File: src/rtl/serial_bus_arbiter_if.sv
// Bundle of request, frame-field and bus-side signals between the node
// transmitters (master) and the serial bus arbiter (slave).
interface serial_bus_arbiter_if #(
    parameter int NODES  = 16,
    parameter int DATA_W = 64
);
    logic [NODES-1:0]        req;
    logic [3:0]              mod;
    logic [4*NODES-1:0]      addr_flat;
    logic [DATA_W*NODES-1:0] data_flat;
    logic [4*NODES-1:0]      crc_flat;
    logic [NODES-1:0]        grant;
    logic [NODES-1:0]        ack;
    logic                    busy;
    logic                    bus_out;

    modport master (
        output req, mod, addr_flat, data_flat, crc_flat,
        input  grant, ack, busy, bus_out
    );

    modport slave (
        input  req, mod, addr_flat, data_flat, crc_flat,
        output grant, ack, busy, bus_out
    );
endinterface

File: src/rtl/serial_bus_arbiter.sv
// Grants the shared serial line to one of NODES requesters (round-robin or
// fixed priority) and shifts the winner's 77-bit frame out MSB-first.
//
// state | meaning
// IDLE  | line at 1, no owner; a nonzero req captures a winner
// SEND  | frame bits shifted out, one per cycle, 77 cycles
// STOP  | line at 1, ack pulses for the owner, then back to IDLE
module serial_bus_arbiter #(
    parameter int NODES  = 16,
    parameter int DATA_W = 64
) (
    input  logic                clock,
    input  logic                reset_n,
    serial_bus_arbiter_if.slave bus
);

    localparam int         IDX_W    = $clog2(NODES);
    localparam int         FRAME_W  = 1 + IDX_W + 4 + DATA_W + 4;
    localparam logic [6:0] LAST_BIT = 7'(FRAME_W - 1);

    typedef enum logic [1:0] {
        IDLE = 2'd0,
        SEND = 2'd1,
        STOP = 2'd2
    } state_t;

    state_t             state;
    state_t             state_nxt;
    logic [IDX_W-1:0]   ptr;
    logic [IDX_W-1:0]   cand;
    logic [IDX_W-1:0]   win_idx;
    logic               win_found;
    logic [FRAME_W-1:0] shreg;
    logic [FRAME_W-1:0] frame_nxt;
    logic [6:0]         bit_cnt;
    logic [NODES-1:0]   grant_q;
    logic [NODES-1:0]   ack_q;
    logic               unused_mod;

    assign unused_mod = ^bus.mod[3:1];

    // Scan order starts at ptr for round-robin, at 0 for fixed priority.
    always_comb begin
        win_found = 1'b0;
        win_idx   = '0;
        cand      = '0;
        for (int i = 0; i < NODES; i++) begin
            cand = bus.mod[0] ? IDX_W'(i) : ptr + IDX_W'(i);
            if (!win_found && bus.req[cand]) begin
                win_found = 1'b1;
                win_idx   = cand;
            end
        end
    end

    assign frame_nxt = {1'b0,
                        win_idx,
                        bus.addr_flat[int'(win_idx)*4 +: 4],
                        bus.data_flat[int'(win_idx)*DATA_W +: DATA_W],
                        bus.crc_flat[int'(win_idx)*4 +: 4]};

    always_ff @(posedge clock or negedge reset_n) begin
        if (!reset_n) begin
            state <= IDLE;
        end else begin
            state <= state_nxt;
        end
    end

    always_comb begin
        state_nxt   = state;
        bus.bus_out = 1'b1;
        bus.busy    = 1'b0;
        case (state)
            IDLE: begin
                if (win_found) state_nxt = SEND;
            end
            SEND: begin
                bus.bus_out = shreg[FRAME_W-1];
                bus.busy    = 1'b1;
                if (bit_cnt == LAST_BIT) state_nxt = STOP;
            end
            STOP: begin
                bus.busy  = 1'b1;
                state_nxt = IDLE;
            end
            default: state_nxt = IDLE;
        endcase
    end

    always_ff @(posedge clock or negedge reset_n) begin
        if (!reset_n) begin
            ptr     <= '0;
            shreg   <= '0;
            bit_cnt <= '0;
            grant_q <= '0;
            ack_q   <= '0;
        end else begin
            case (state)
                IDLE: begin
                    if (win_found) begin
                        grant_q <= NODES'(1) << win_idx;
                        shreg   <= frame_nxt;
                        bit_cnt <= '0;
                        if (!bus.mod[0]) ptr <= win_idx + 1'b1;
                    end
                end
                SEND: begin
                    shreg   <= shreg << 1;
                    bit_cnt <= bit_cnt + 1'b1;
                    if (bit_cnt == LAST_BIT) ack_q <= grant_q;
                end
                STOP: begin
                    grant_q <= '0;
                    ack_q   <= '0;
                end
                default: ;
            endcase
        end
    end

    assign bus.grant = grant_q;
    assign bus.ack   = ack_q;

endmodule

File: src/flat_wrapper.sv
// flat-port wrapper written by rule: the top's interface ports become plain ports
module serial_bus_arbiter_flat 
#(
    parameter int NODES  = 16,
    parameter int DATA_W = 64
)
  (clock, reset_n, bus_req, bus_mod, bus_addr_flat, bus_data_flat, bus_crc_flat, bus_grant, bus_ack, bus_busy, bus_bus_out);
  serial_bus_arbiter_if #(.NODES(NODES), .DATA_W(DATA_W)) bus_i ();
  input  logic clock;
  input  logic reset_n;
  input wire logic [$bits(bus_i.req)-1:0] bus_req;
  input wire logic [$bits(bus_i.mod)-1:0] bus_mod;
  input wire logic [$bits(bus_i.addr_flat)-1:0] bus_addr_flat;
  input wire logic [$bits(bus_i.data_flat)-1:0] bus_data_flat;
  input wire logic [$bits(bus_i.crc_flat)-1:0] bus_crc_flat;
  output wire logic [$bits(bus_i.grant)-1:0] bus_grant;
  output wire logic [$bits(bus_i.ack)-1:0] bus_ack;
  output wire logic [$bits(bus_i.busy)-1:0] bus_busy;
  output wire logic [$bits(bus_i.bus_out)-1:0] bus_bus_out;
  assign bus_i.req = bus_req;
  assign bus_i.mod = bus_mod;
  assign bus_i.addr_flat = bus_addr_flat;
  assign bus_i.data_flat = bus_data_flat;
  assign bus_i.crc_flat = bus_crc_flat;
  assign bus_grant = bus_i.grant;
  assign bus_ack = bus_i.ack;
  assign bus_busy = bus_i.busy;
  assign bus_bus_out = bus_i.bus_out;
  serial_bus_arbiter #(.NODES(NODES), .DATA_W(DATA_W)) u_core (.clock(clock), .reset_n(reset_n), .bus(bus_i));
endmodule
File: config.mk
export PLATFORM = sky130hd
export DESIGN_NAME = serial_bus_arbiter_flat
export DESIGN_NICKNAME = d
export VERILOG_FILES = /design/src/rtl/serial_bus_arbiter_if.sv /design/src/rtl/serial_bus_arbiter.sv /design/src/flat_wrapper.sv
export SDC_FILE = /design/constraint.sdc
export NUM_CORES = 1
export LEC_CHECK = 0
export BUFFER_PORTS_ARGS = -buffer_cell sky130_fd_sc_hd__buf_2
export CORE_AREA = 2 2 467 469
export DETAILED_ROUTE_END_ITERATION = 16
export DIE_AREA = 0 0 469 471
export GPL_ROUTABILITY_DRIVEN = 0
export MAX_ROUTING_LAYER = met4
export PLACE_DENSITY = 0.32
export RECOVER_POWER = 100
export SLEW_MARGIN = 25
export SYNTH_ARGS = -nofsm -noshare
export SYNTH_HDL_FRONTEND = slang
export SYNTH_SLANG_ARGS = --single-unit
File: constraint.sdc
create_clock -name clock -period 4.98 [get_ports clock]
set_input_delay 0.996 -clock clock [delete_from_list [all_inputs] [get_ports clock]]
set_output_delay 0.996 -clock clock [all_outputs]
set_load 0.01 [all_outputs]
# Word-level counts from Yosys, hierarchy flattened
# Cells that the tools add are included.
# classes
add_sub_neg,17
magnitude_cmp,16
eq_ne,5
n_shift,4
n_mux,93
n_bitwise,1
n_reduce_logical,40
# ops
operator,n
$shiftx 1024x11->64,1
$pmux 77 s2,1
$mux 4,32
$shiftx 64x7->4,2
$lt 4x5->1 const B,16
$mux 77,1
$bmux 1 s4,16
$pmux 16 s2,2
$mux 1,34
$add 4x4->4 const B,8
$mux 16,2
$add 4x3->4 const B,4
$shl 1x4->16 const A,1
$logic_and 1x1->1,15
$logic_not 1->1,15
$pmux 7 s2,1
$add 4x1->4 const B,2
$add 4x2->4 const B,2
$reduce_and 2->1,4
$add 7x1->7 const B,1
$eq 7x7->1 const B,1
$mux 7,1
$reduce_bool 2->1,3
$mux 2,2
8 further kinds,9
# totals
register_bits,122
in_bits,1174
out_inout_bits,34

# Logic depth before layout (Yosys ltp)
# Gate-level depths: netlist (run 1).
# depth
word_depth,52
ltp_mapped,25

# Least setup slack after synthesis (run 1)
# OpenSTA, ideal clock, no wires.
# synth_path
kind,in2reg
from,in bus_mod[0]
to,reg u_core.ptr[2]
arrival_ns,4.724
t_required_ns,4.844
slack_ns,0.120
stages,19
path_buffers,5
path_cell_list,nor2b_1 -> mux2i_2 -> mux4_2 -> mux2i_1 -> nor4_2 -> nand3_4 -> or4_1 -> o22a_1 -> o21a_1 -> buf_4 -> buf_6 -> buf_6 -> buf_6 -> buf_6 -> inv_1 -> ha_1 -> ha_1 -> nand2_1 -> o21ai_0
# synth_via
elab_chain_cells,50
# synth_rtl
item,line,source
from (decl),flat_wrapper.sv:12,input wire logic [$bits(bus_i.mod)-1:0] bus_mod;
$mux 4,serial_bus_arbiter.sv:48,cand = bus.mod[0] ? IDX_W'(i) : ptr + IDX_W'(i);
$bmux 1 s4,serial_bus_arbiter.sv:49,if (!win_found && bus.req[cand]) begin
$mux 1 (not written as such),serial_bus_arbiter.sv:49,
$mux 1,serial_bus_arbiter.sv:49,
$logic_not 1->1,serial_bus_arbiter.sv:49,
$logic_and 1x1->1,serial_bus_arbiter.sv:49,
$mux 1,serial_bus_arbiter.sv:49,
$logic_not 1->1,serial_bus_arbiter.sv:49,
[34 not listed],n/a,
$mux 1,serial_bus_arbiter.sv:49,
$logic_not 1->1,serial_bus_arbiter.sv:49,
$logic_and 1x1->1,serial_bus_arbiter.sv:49,
$mux 1,serial_bus_arbiter.sv:49,
$logic_not 1->1,serial_bus_arbiter.sv:49,
$logic_and 1x1->1,serial_bus_arbiter.sv:49,
$mux 4 or $mux 1 (tied branches),serial_bus_arbiter.sv:49,
$add 4x1->4 or $reduce_and 3->1 (tied branches),n/a,
to (signal assigned),serial_bus_arbiter.sv:105,if (!bus.mod[0]) ptr <= win_idx + 1'b1;
to (decl),serial_bus_arbiter.sv:29,logic [IDX_W-1:0] ptr;
# Parallel ways exist; a longest one is shown, timed or not. The select of a mux whose other input is x is not followed.
# A chain may end at the register's enable or synchronous reset.

# Final worst setup path (run 1)
# layout_path
from,in bus_mod[0]
to,reg u_core.shreg[52]
# layout_via
elab_chain_cells,52
# layout_rtl
item,line,source
$mux 4,serial_bus_arbiter.sv:48,
$bmux 1 s4,serial_bus_arbiter.sv:49,
$mux 1 (not written as such),serial_bus_arbiter.sv:49,
$mux 1,serial_bus_arbiter.sv:49,
$logic_not 1->1,serial_bus_arbiter.sv:49,
$logic_and 1x1->1,serial_bus_arbiter.sv:49,
$mux 1,serial_bus_arbiter.sv:49,
$logic_not 1->1,serial_bus_arbiter.sv:49,
[36 not listed],n/a,
$logic_and 1x1->1,serial_bus_arbiter.sv:49,
$mux 1,serial_bus_arbiter.sv:49,
$logic_not 1->1,serial_bus_arbiter.sv:49,
$logic_and 1x1->1,serial_bus_arbiter.sv:49,
$mux 4,serial_bus_arbiter.sv:49,
$shiftx 1024x11->64,serial_bus_arbiter.sv:59,"bus.data_flat[int'(win_idx)*DATA_W +: DATA_W],"
$mux 77,serial_bus_arbiter.sv:101,if (win_found) begin
$pmux 77 s2,serial_bus_arbiter.sv:99,case (state)
to (signal assigned),serial_bus_arbiter.sv:103,shreg <= frame_nxt;
to (signal assigned),serial_bus_arbiter.sv:109,shreg <= shreg << 1;
to (decl),serial_bus_arbiter.sv:33,logic [FRAME_W-1:0] shreg;
# Parallel ways exist; a longest one is shown, timed or not. The select of a mux whose other input is x is not followed.

==> results of run 1 <==
layer usage:
metal / up-vias / GRT usage, % / part of all wire [%]
li1: 11711 / - / -
met1: 11714 / 17.0 / 43
met5: - / - / 0
met4: 0 / 4.47 / 2.1
met2: 1056 / 23.0 / 48
met3: 145 / 3.34 / 6.6
worst register-to-register path: stages (launching register included):
cell and delay, ns:
dfrtp_1 0.38, buf_4 0.15, ha_1 0.23, xnor2_1 0.14, buf_4 0.15, or2_1 0.23
buf_4 0.19, mux4_2 0.36, mux2i_2 0.27, nor4_2 0.09, buf_4 0.15, and4_2 0.27
buf_4 0.15, nand4_1 0.15, o21ai_4 0.09, clkbuf_2 0.65, a21oi_1 0.81, o21ai_0 0.19
o22a_1 0.20
cells by family after synthesis:
family,after synthesis,synth area share [%]
AO/OA/AOI/OAI,697,24.3
XOR/XNOR,12,0.611
adder cells (fa/ha/maj),18,1.22
buffers and inverters,219,6.00
flip-flops,122,16.6
multiplexers,671,38.3
AND/OR/NAND/NOR,528,13.0
state kept, by name (all words and copies together), names as in the netlist:
name and flops:
u_core.bit_cnt 7, u_core.bus.ack 16, u_core.bus.grant 16, u_core.ptr 4
u_core.shreg 77, u_core.state 2
placed cells by master (no fill, tap or decap), drive strengths merged, types with 47 or more instances in the layout:
cell type / n
mux2i: 429
a221o: 61
a211oi: 69
dfrtp: 122
clkbuf: 63
buf: 1672
nand2: 212
o21ai: 180
mux2: 239
nor2: 186
a21oi: 237
o211ai: 47
diode: 80
power breakdown:
group | internal, mW | switching (mW)
clock network | 0.718 | 0.788
logic | 13.4 | 16.0
registers | 1.45 | 0.336
timing repair:
action,in CTS,in global routing
buffers inserted,7,9
setup endpoints to repair,50,71
pin swaps,1,18
gates cloned,0,5
resized for setup,24,104
worst paths after layout:
kind                                          startpoint                             end  slack [ns]  depth (start not counted)
max reg2reg                    u_core.ptr[0]$_DFFE_PN0P_    u_core.shreg[52]$_DFFE_PN0P_        0.03                         18
min in group asynchronous                        reset_n  u_core.bus.ack[13]$_DFFE_PN0P_        1.94                          1
max                                           bus_mod[0]    u_core.shreg[52]$_DFFE_PN0P_      -0.001                         17
min reg2reg                u_core.bus.ack[4]$_DFFE_PN0P_   u_core.bus.ack[4]$_DFFE_PN0P_        0.48                          2
min                        u_core.bus.ack[4]$_DFFE_PN0P_   u_core.bus.ack[4]$_DFFE_PN0P_        0.48                          2
max in group asynchronous                        reset_n    u_core.shreg[22]$_DFFE_PN0P_        0.58                          1
cell type report:
type / count / share of cell area, %
Antenna cell: 80 / 0.610
Clock buffer: 17 / 1.30
Timing Repair Buffer: 1719 / 32.4
Tap cell: 2854 / 10.9
Inverter: 14 / 0.160
Multi-Input combinational cell: 1926 / 44.8
Sequential cell: 122 / 9.31
Clock inverter: 15 / 0.534
through the flow:
stage                     setup WS, ns  util, %
after floorplan                  0.120        -
after global placement          -0.915     14.5
after detailed placement        -0.852     14.5
after CTS                      0.00181     14.8
after global routing            -0.120     15.2
final                         -0.00144     15.2
==> results.toml, run 1 <==
[synthesis]
synth_area_sq_um = 18400
synth_common_cells = "427 x mux2i_1, 236 x mux2_2, 235 x a21oi_1"
yosysWarningCount = 0
yosysSeqAreaShare_pct = 16.6
async_flop_share_pct = 100
netlist.area_leader.share_pct = 23.2
synth-edff-count = 0
synth_area_leaders = "mux2i_1 23%, dfrtp_1 17%, mux2_2 14%"
synthFlopType = "dfrtp_1"
synth_seq_cells = 122
post-synth-top-count-cell = "mux2i_1"
synth_cell_type_count = 87
synth_area_leader_cell = "mux2i_1"
syn_area_per_cell_sq_um = 8.13
synthesis.nets = 3459
syn_inst = 2267

[global_route]
grt_pass1_vias = 24829
antenna_found_initial = 99
grt_max_degree = 67
overflow = 0
grt_pass1_wl_um = 206000
track_usage_pct = 14.1

[detailed_routing]
first_pass_iters = 5
wl_um = 161000
post_drt_wl_per_cell_um = 23.9
drcViolationCount = 0
vias = 24626
drtAntennaViolNets = 0
first_iter_violations = 1599
routed_via_density = 3.65

[timing]
rsz0062_at_grt = "yes"
hold_ws_ns = 0.479
setup_ws_ns = -0.00144
finClkSkew_ns = 0.0240
finalCriticalPeriod_ns = 4.98
slew_violations = 82
finalCritPeriodShare_pct = 100
tns_ns = -0.00144
worst_pin_slew_ns = 4.23
fmax_mhz = 201
finalSetupViolations = 1
hold_viol_final = 0
maxSlewHeadroom_pct = -182

[outcome]
status = "finished with violations"
violations = "capacitance limit, slew limit, setup timing"

[floorplan]
core_area_sq_um = 216000
dieArea_sq_um = 221000
rows = 171
io_pins = 1208
initial_core_util_pct = 8.53
dieWidth_um = 469
die_h_um = 471

[place]
numPortBuffers = 1204
place_hpwl_um = 138000
place_area_sq_um = 31300
dp_cells = 6614

[clocking]
clockBufferDepth = 2
ctsHoldBuffers = 0
cts_buffers = 17
path_clk_slew_ns = 0.08
cts.sinks = 122
insertion_delay_ns = 0.54
clock-root-buffer = "clkbuf_16"
htree_levels = 4
cts_tree = "done"

[worst_setup_path]
crit_top_cell = "buf_4"
path_cells = "buf_2 -> buf_4 -> nand2b_1 -> buf_12 -> mux4_2 -> o211ai_1 -> buf_4 -> nor4b_2 -> buf_4 -> and4_2 -> buf_4 -> nand4_1 -> o21ai_4 -> clkbuf_2 -> a21oi_1 -> o21ai_0 -> o22a_1"
worstSetupPathType = "in2reg"
startpoint_type = "primary input"
cp_data_arrival_time_ns = 5.39
critPathMaxStageDelay_ns = 0.72
crit_buf_inv = 7
crit_slowest_cell = "a21oi_1"
cp_max_fo = 28
cp_top_family = "buffers and inverters"
required_ns = 5.39
end_kind = "flop"

[pwr]
p_leak_nw = 16.2
power.density_nw_per_um2 = 998
p_total_mw = 32.7
ir_drop_mv = 0.619

[final_layout]
drive_gt1_share_pct = 53.9
regArea_sq_um = 3050
fillers = 24886
multi_input_area_sq_um = 14700
stdcell_count = 6747
fin_area_sq_um = 32800
fin_nets = 4992
area_growth_pct = 77.9

[flow_run]
max_cap_viol_count = 2

[hold_path]
hold_path.class = "reg2reg"
Power figures use the tool's default switching activity.
==> run 2: changes to the inputs <==
Settings changed: TNS_END_PERCENT from default to 10.
==> run 2 against run 1 <==
- the flow finishes with violations (capacitance limit, slew limit)
- via count is 0.18% higher
- non-clock buffer count up 8
- setup slack gained 0.059 ns
- cell count grew 0.12%
- sequential power hardly changed
- first-iteration DRC count grew 1.8%
- largest power group unchanged
- global-route usage is essentially flat
- die area stayed put
- clock skew increased by 0.0048 ns
- register-to-register slack better by 0.09 ns
==> results.toml, run 2 (same netlist as run 1, synthesis figures left out) <==
[outcome]
status = "finished with violations"
violations = "capacitance limit, slew limit"

[final_layout]
largest_register_ffs = 77
drive_gt1_share_pct = 54.0
fillers = 24869
final_cell_mix = "1170 x buf_2, 446 x buf_4, 407 x mux2i_1, 233 x mux2_2, 215 x a21oi_1"
fin_util_pct = 15.3
layout_commonest_cell = "buf_2"
fin_nets = 5000
regMostFlops = "u_core.shreg"
area_growth_pct = 78.9
multi_input_area_sq_um = 14800
regArea_sq_um = 3050

[timing]
finalCriticalPeriod_ns = 4.92
finalSetupViolations = 0
tns_ns = 0
hold_ws_ns = 0.479
finClkSkew_ns = 0.0288
maxSlewHeadroom_pct = -145
hold_viol_final = 0
rsz0062_at_grt = "yes"
fmax_mhz = 203
slew_violations = 57
worst_pin_slew_ns = 3.67
finalCritPeriodShare_pct = 98.8

[global_route]
overflow = 0
grt_max_degree = 67
grt_pass1_vias = 24830
track_usage_pct = 14.1
grt_pass1_wl_um = 205000
antenna_found_initial = 99

[pwr]
ir_drop_mv = 0.723
cell_internal_pwr_mw = 15.7
pwr-share-clk_pct = 4.6
swShare_pct = 52.3
power_frac_seq_pct = 5.4
p_comb_share_pct = 90.0
p_leak_nw = 16.3
p_sw_mw = 17.3
power.density_nw_per_um2 = 1000

[detailed_routing]
vias = 24670
post_drt_wl_per_cell_um = 24.0
first_pass_iters = 6
first_iter_violations = 1627
wl_um = 162000
routed_via_density = 3.65
drtAntennaViolNets = 0
drcViolationCount = 0

[clocking]
cts_tree = "done"
htree_levels = 4
cts.sinks = 122
path_clk_slew_ns = 0.10
cts_buffers = 17
clockBufferDepth = 2
insertion_delay_ns = 0.54
clock-root-buffer = "clkbuf_16"

[worst_setup_path]
worstSetupPathType = "in2reg"
crit_top_cell = "buf_4"
startpoint_type = "primary input"
cp_max_fo = 24
crit_slowest_cell = "mux2i_2"
required_ns = 5.41
path_cells = "buf_2 -> buf_4 -> buf_4 -> nor2b_2 -> mux2i_4 -> buf_4 -> a2111oi_1 -> buf_4 -> a2111oi_4 -> o21ai_0 -> o211a_1 -> o2111ai_1 -> nand4_1 -> buf_12 -> buf_12 -> buf_4 -> mux2i_2 -> buf_4 -> mux2i_1 -> a221o_1 -> a21oi_1 -> a21oi_1"
cp_data_arrival_time_ns = 5.35
end_kind = "flop"
critPathMaxStageDelay_ns = 0.35

[floorplan]
initial_core_util_pct = 8.53
dieWidth_um = 469
die_h_um = 471
rows = 171
dieArea_sq_um = 221000
core_area_sq_um = 216000
io_pins = 1208

[flow_run]
max_cap_viol_count = 1

[place]
numPortBuffers = 1204
place_hpwl_um = 138000

[hold_path]
hold_path.class = "reg2reg"
## run 2: cell type report
cell class,count,share of cell area (%)
antenna,80,0.607
clock buffer,17,1.29
multi-input combinational,1926,44.8
sequential,122,9.26
inverter,14,0.159
tap,2854,10.8
clock inverter,15,0.531
timing repair buffer,1727,32.5
## run 2: repair_timing
item / CTS / global route
setup endpoints to repair: 50 / 71
gates resized for setup: 22 / 114
cloned: 0 / 6
hold buffers: 0 / 0
buffers inserted: 4 / 19
pin swaps: 1 / 22
## run 2: per-stage QoR
stage | std cells | power, mW | area [sq um] | setup WS (ns)
6_report | 6755 | 33.0 | 33000 | 0.0577
4_1_cts | 6650 | 32.1 | 32000 | -0.0710
3_3_place_gp | 6614 | 30.0 | 31300 | -0.915
5_1_grt | 6744 | 35.5 | 33000 | -0.111
2_1_floorplan | 2267 | 16.9 | 18400 | 0.120
3_5_place_dp | 6614 | 30.0 | 31300 | -0.852
## run 2: worst paths after layout
| kind | startpoint | to | slack [ns] | cells past startpoint |
|---|---|---|---|---|
| worst max-delay path | bus_mod[0] | u_core.shreg[24]$_DFFE_PN0P_ | 0.06 | 22 |
| worst min-delay path | u_core.bus.ack[4]$_DFFE_PN0P_ | u_core.bus.ack[4]$_DFFE_PN0P_ | 0.48 | 2 |
| worst max register to register | u_core.ptr[0]$_DFFE_PN0P_ | u_core.shreg[24]$_DFFE_PN0P_ | 0.12 | 21 |
| worst min register to register | u_core.bus.ack[4]$_DFFE_PN0P_ | u_core.bus.ack[4]$_DFFE_PN0P_ | 0.48 | 2 |
| max in group asynchronous | reset_n | u_core.shreg[22]$_DFFE_PN0P_ | 0.89 | 1 |
| min in group asynchronous | reset_n | u_core.bus.ack[13]$_DFFE_PN0P_ | 1.93 | 1 |
## run 2: layer usage
layer / wire, um / GRT usage [%]
met5: 0 / -
met3: 10900 / 3.34
met1: 69500 / 17.0
met2: 78600 / 23.0
met4: 3070 / 4.47
## run 2: critical path: cells and delay by family
family	cells	cell delay [ns]
buffers and inverters	9	1.65
AO/OA/AOI/OAI	8	1.60
multiplexers	3	0.59
AND/OR/NAND/NOR	2	0.37
## run 2: power by group through the flow
stage / Combinational (mW) / Clock, mW / Sequential, mW
6_report: 29.7 / 1.50 / 1.79
5_1_grt: 32.0 / 1.63 / 1.84
4_1_cts: 28.7 / 1.62 / 1.78
3_5_place_dp: 28.2 / 0 / 1.80
3_3_place_gp: 28.2 / 0 / 1.80
2_1_floorplan: 15.3 / 0 / 1.67
==> run 3: changes to the inputs <==
Clock period 4.98 ns to 4.4 ns, I/O delays scaled along.
==> run 3 against run 2 <==
- the flow finishes with violations (capacitance limit, slew limit, setup timing)
- critical path depth fell by 1
- cell count fell by 0.56%
- flip-flop and latch count did not move
- critical path type is now reg2reg
- largest cell class unchanged
==> results.toml, run 3 (same netlist as run 1, synthesis figures left out) <==
[detailed_routing]
drcViolationCount = 0
first_iter_violations = 1476
drtAntennaViolNets = 0
wl_um = 166000
routed_via_density = 3.70
post_drt_wl_per_cell_um = 24.8
first_pass_iters = 5
vias = 24825

[pwr]
power.density_nw_per_um2 = 1150
pwr-share-clk_pct = 4.2
p_total_mw = 39.0
p_comb_share_pct = 90.6
p_sw_mw = 19.9
cell_internal_pwr_mw = 19.1
p_leak_nw = 16.4
power_frac_seq_pct = 5.2
swShare_pct = 51.0
ir_drop_mv = 0.476

[worst_setup_path]
crit_top_cell = "buf_4"
rr_startpoint = "u_core.ptr[1]$_DFFE_PN0P_"
startpoint_type = "flop"
end_kind = "flop"
crit_start = "u_core.ptr[1]$_DFFE_PN0P_"
path_cells = "buf_4 -> ha_2 -> a21oi_2 -> buf_4 -> mux2i_4 -> buf_6 -> a2111oi_4 -> a2111oi_4 -> and3_4 -> nand2_1 -> o211ai_1 -> nand4_1 -> buf_6 -> buf_16 -> buf_12 -> clkbuf_16 -> mux2_2 -> o211ai_1 -> buf_4 -> nand3_2 -> o22a_1"
required_ns = 4.83
cp_data_arrival_time_ns = 5.13
worstSetupPathType = "reg2reg"
r2r_slack_ns = -0.30
crit_slowest_cell = "a2111oi_4"
critPathMaxStageDelay_ns = 0.47
cp_max_fo = 12

[hold_path]
hold_path.class = "reg2reg"
worstHoldStart = "u_core.bus.ack[0]$_DFFE_PN0P_"

[place]
place_hpwl_um = 140000
dp_cells = 6574
numPortBuffers = 1204
place_area_sq_um = 31100

[global_route]
antenna_found_initial = 85
grt_pass1_wl_um = 212000
grt_pass1_vias = 24627
grt_max_degree = 79
track_usage_pct = 14.5
overflow = 0

[final_layout]
fin_util_pct = 15.7
layout_commonest_cell = "buf_2"
fin_nets = 4992
stdcell_count = 6717
regMostFlops = "u_core.shreg"
final_cell_mix = "1170 x buf_2, 388 x buf_4, 380 x mux2i_1, 233 x mux2_2, 207 x nand2_1"
fin_area_sq_um = 33900
largest_register_ffs = 77
drive_gt1_share_pct = 56.8
area_growth_pct = 83.8

[clocking]
cts_buffers = 17
cts.sinks = 122
insertion_delay_ns = 0.53
ctsHoldBuffers = 0
htree_levels = 4
clock-root-buffer = "clkbuf_16"
cts_tree = "done"
clockBufferDepth = 2
path_clk_slew_ns = 0.09

[floorplan]
io_pins = 1208
die_h_um = 471
dieArea_sq_um = 221000
core_area_sq_um = 216000
rows = 171
dieWidth_um = 469
initial_core_util_pct = 8.53

[timing]
rsz0062_at_grt = "yes"
hold_ws_ns = 0.483
finClkSkew_ns = 0.0224
fmax_mhz = 213
setup_ws_ns = -0.297
worst_pin_slew_ns = 2.65
finalCriticalPeriod_ns = 4.70
slew_violations = 112
hold_viol_final = 0
maxSlewHeadroom_pct = -76.6
finalSetupViolations = 72
finalCritPeriodShare_pct = 107

[outcome]
violations = "capacitance limit, slew limit, setup timing"
status = "finished with violations"

[flow_run]
max_cap_viol_count = 2
## run 3: per-stage QoR
stage | setup slack, ns | setup TNS [ns]
global route | -0.453 | -27.26
detailed placement | -1.18 | -75.99
finish | -0.297 | -13.92
global placement | -1.20 | -78.13
floorplan | -0.0133 | -0.0174
CTS | -0.241 | -12.82
## run 3: final timing paths
check / end / cells after the start
max: u_core.shreg[14]$_DFFE_PN0P_ / 21
min: u_core.bus.ack[0]$_DFFE_PN0P_ / 2
max reg2reg: u_core.shreg[14]$_DFFE_PN0P_ / 21
min reg2reg: u_core.bus.ack[0]$_DFFE_PN0P_ / 2
max in group asynchronous: u_core.shreg[56]$_DFFE_PN0P_ / 2
min in group asynchronous: u_core.shreg[6]$_DFFE_PN0P_ / 1
## run 3: repair_timing
item	4_1_cts	5_1_grt
pin swaps	60	28
cloned	8	5
endpoints found under the setup margin	91	90
resized for setup	215	114
buffers inserted	37	17
## run 3: per-layer routing
layer / GRT usage, % / wire length, um / vias to the layer above / part of all wire, %
li1: - / - / 11682 / -
met1: 17.7 / 70900 / 11987 / 43
met2: 24.6 / 82600 / 1046 / 50
met3: 2.84 / 10700 / 110 / 6.4
met4: 3.07 / 2240 / 0 / 1.3
met5: - / 0 / - / 0
## run 3: power groups by stage
stage | Clock (mW) | Sequential [mW] | Combinational (mW)
2_1_floorplan | 0 | 1.89 | 17.5
3_3_place_gp | 0 | 2.07 | 30.8
3_5_place_dp | 0 | 2.07 | 30.8
4_1_cts | 1.77 | 2.05 | 34.3
5_1_grt | 1.79 | 2.10 | 37.7
6_report | 1.64 | 2.04 | 35.3
## run 3: worst max-delay path, delay by kind of cell (launching register included)
kind | cells | cell delay [ns]
AO/OA/AOI/OAI | 6 | 1.30
adder cells (fa/ha/maj) | 1 | 0.20
buffers and inverters | 8 | 1.29
flip-flops | 1 | 0.42
multiplexers | 2 | 0.64
AND/OR/NAND/NOR | 4 | 0.69
## run 3: layout make-up
cell class	instances	area, sq um
Tap cell	2854	3570
Antenna cell	50	125
Fill cell	24827	182000
Sequential cell	122	3060
Multi-Input combinational cell	1926	15400
Inverter	14	55.1
Timing Repair Buffer	1719	11100
Clock buffer	17	425
Clock inverter	15	173
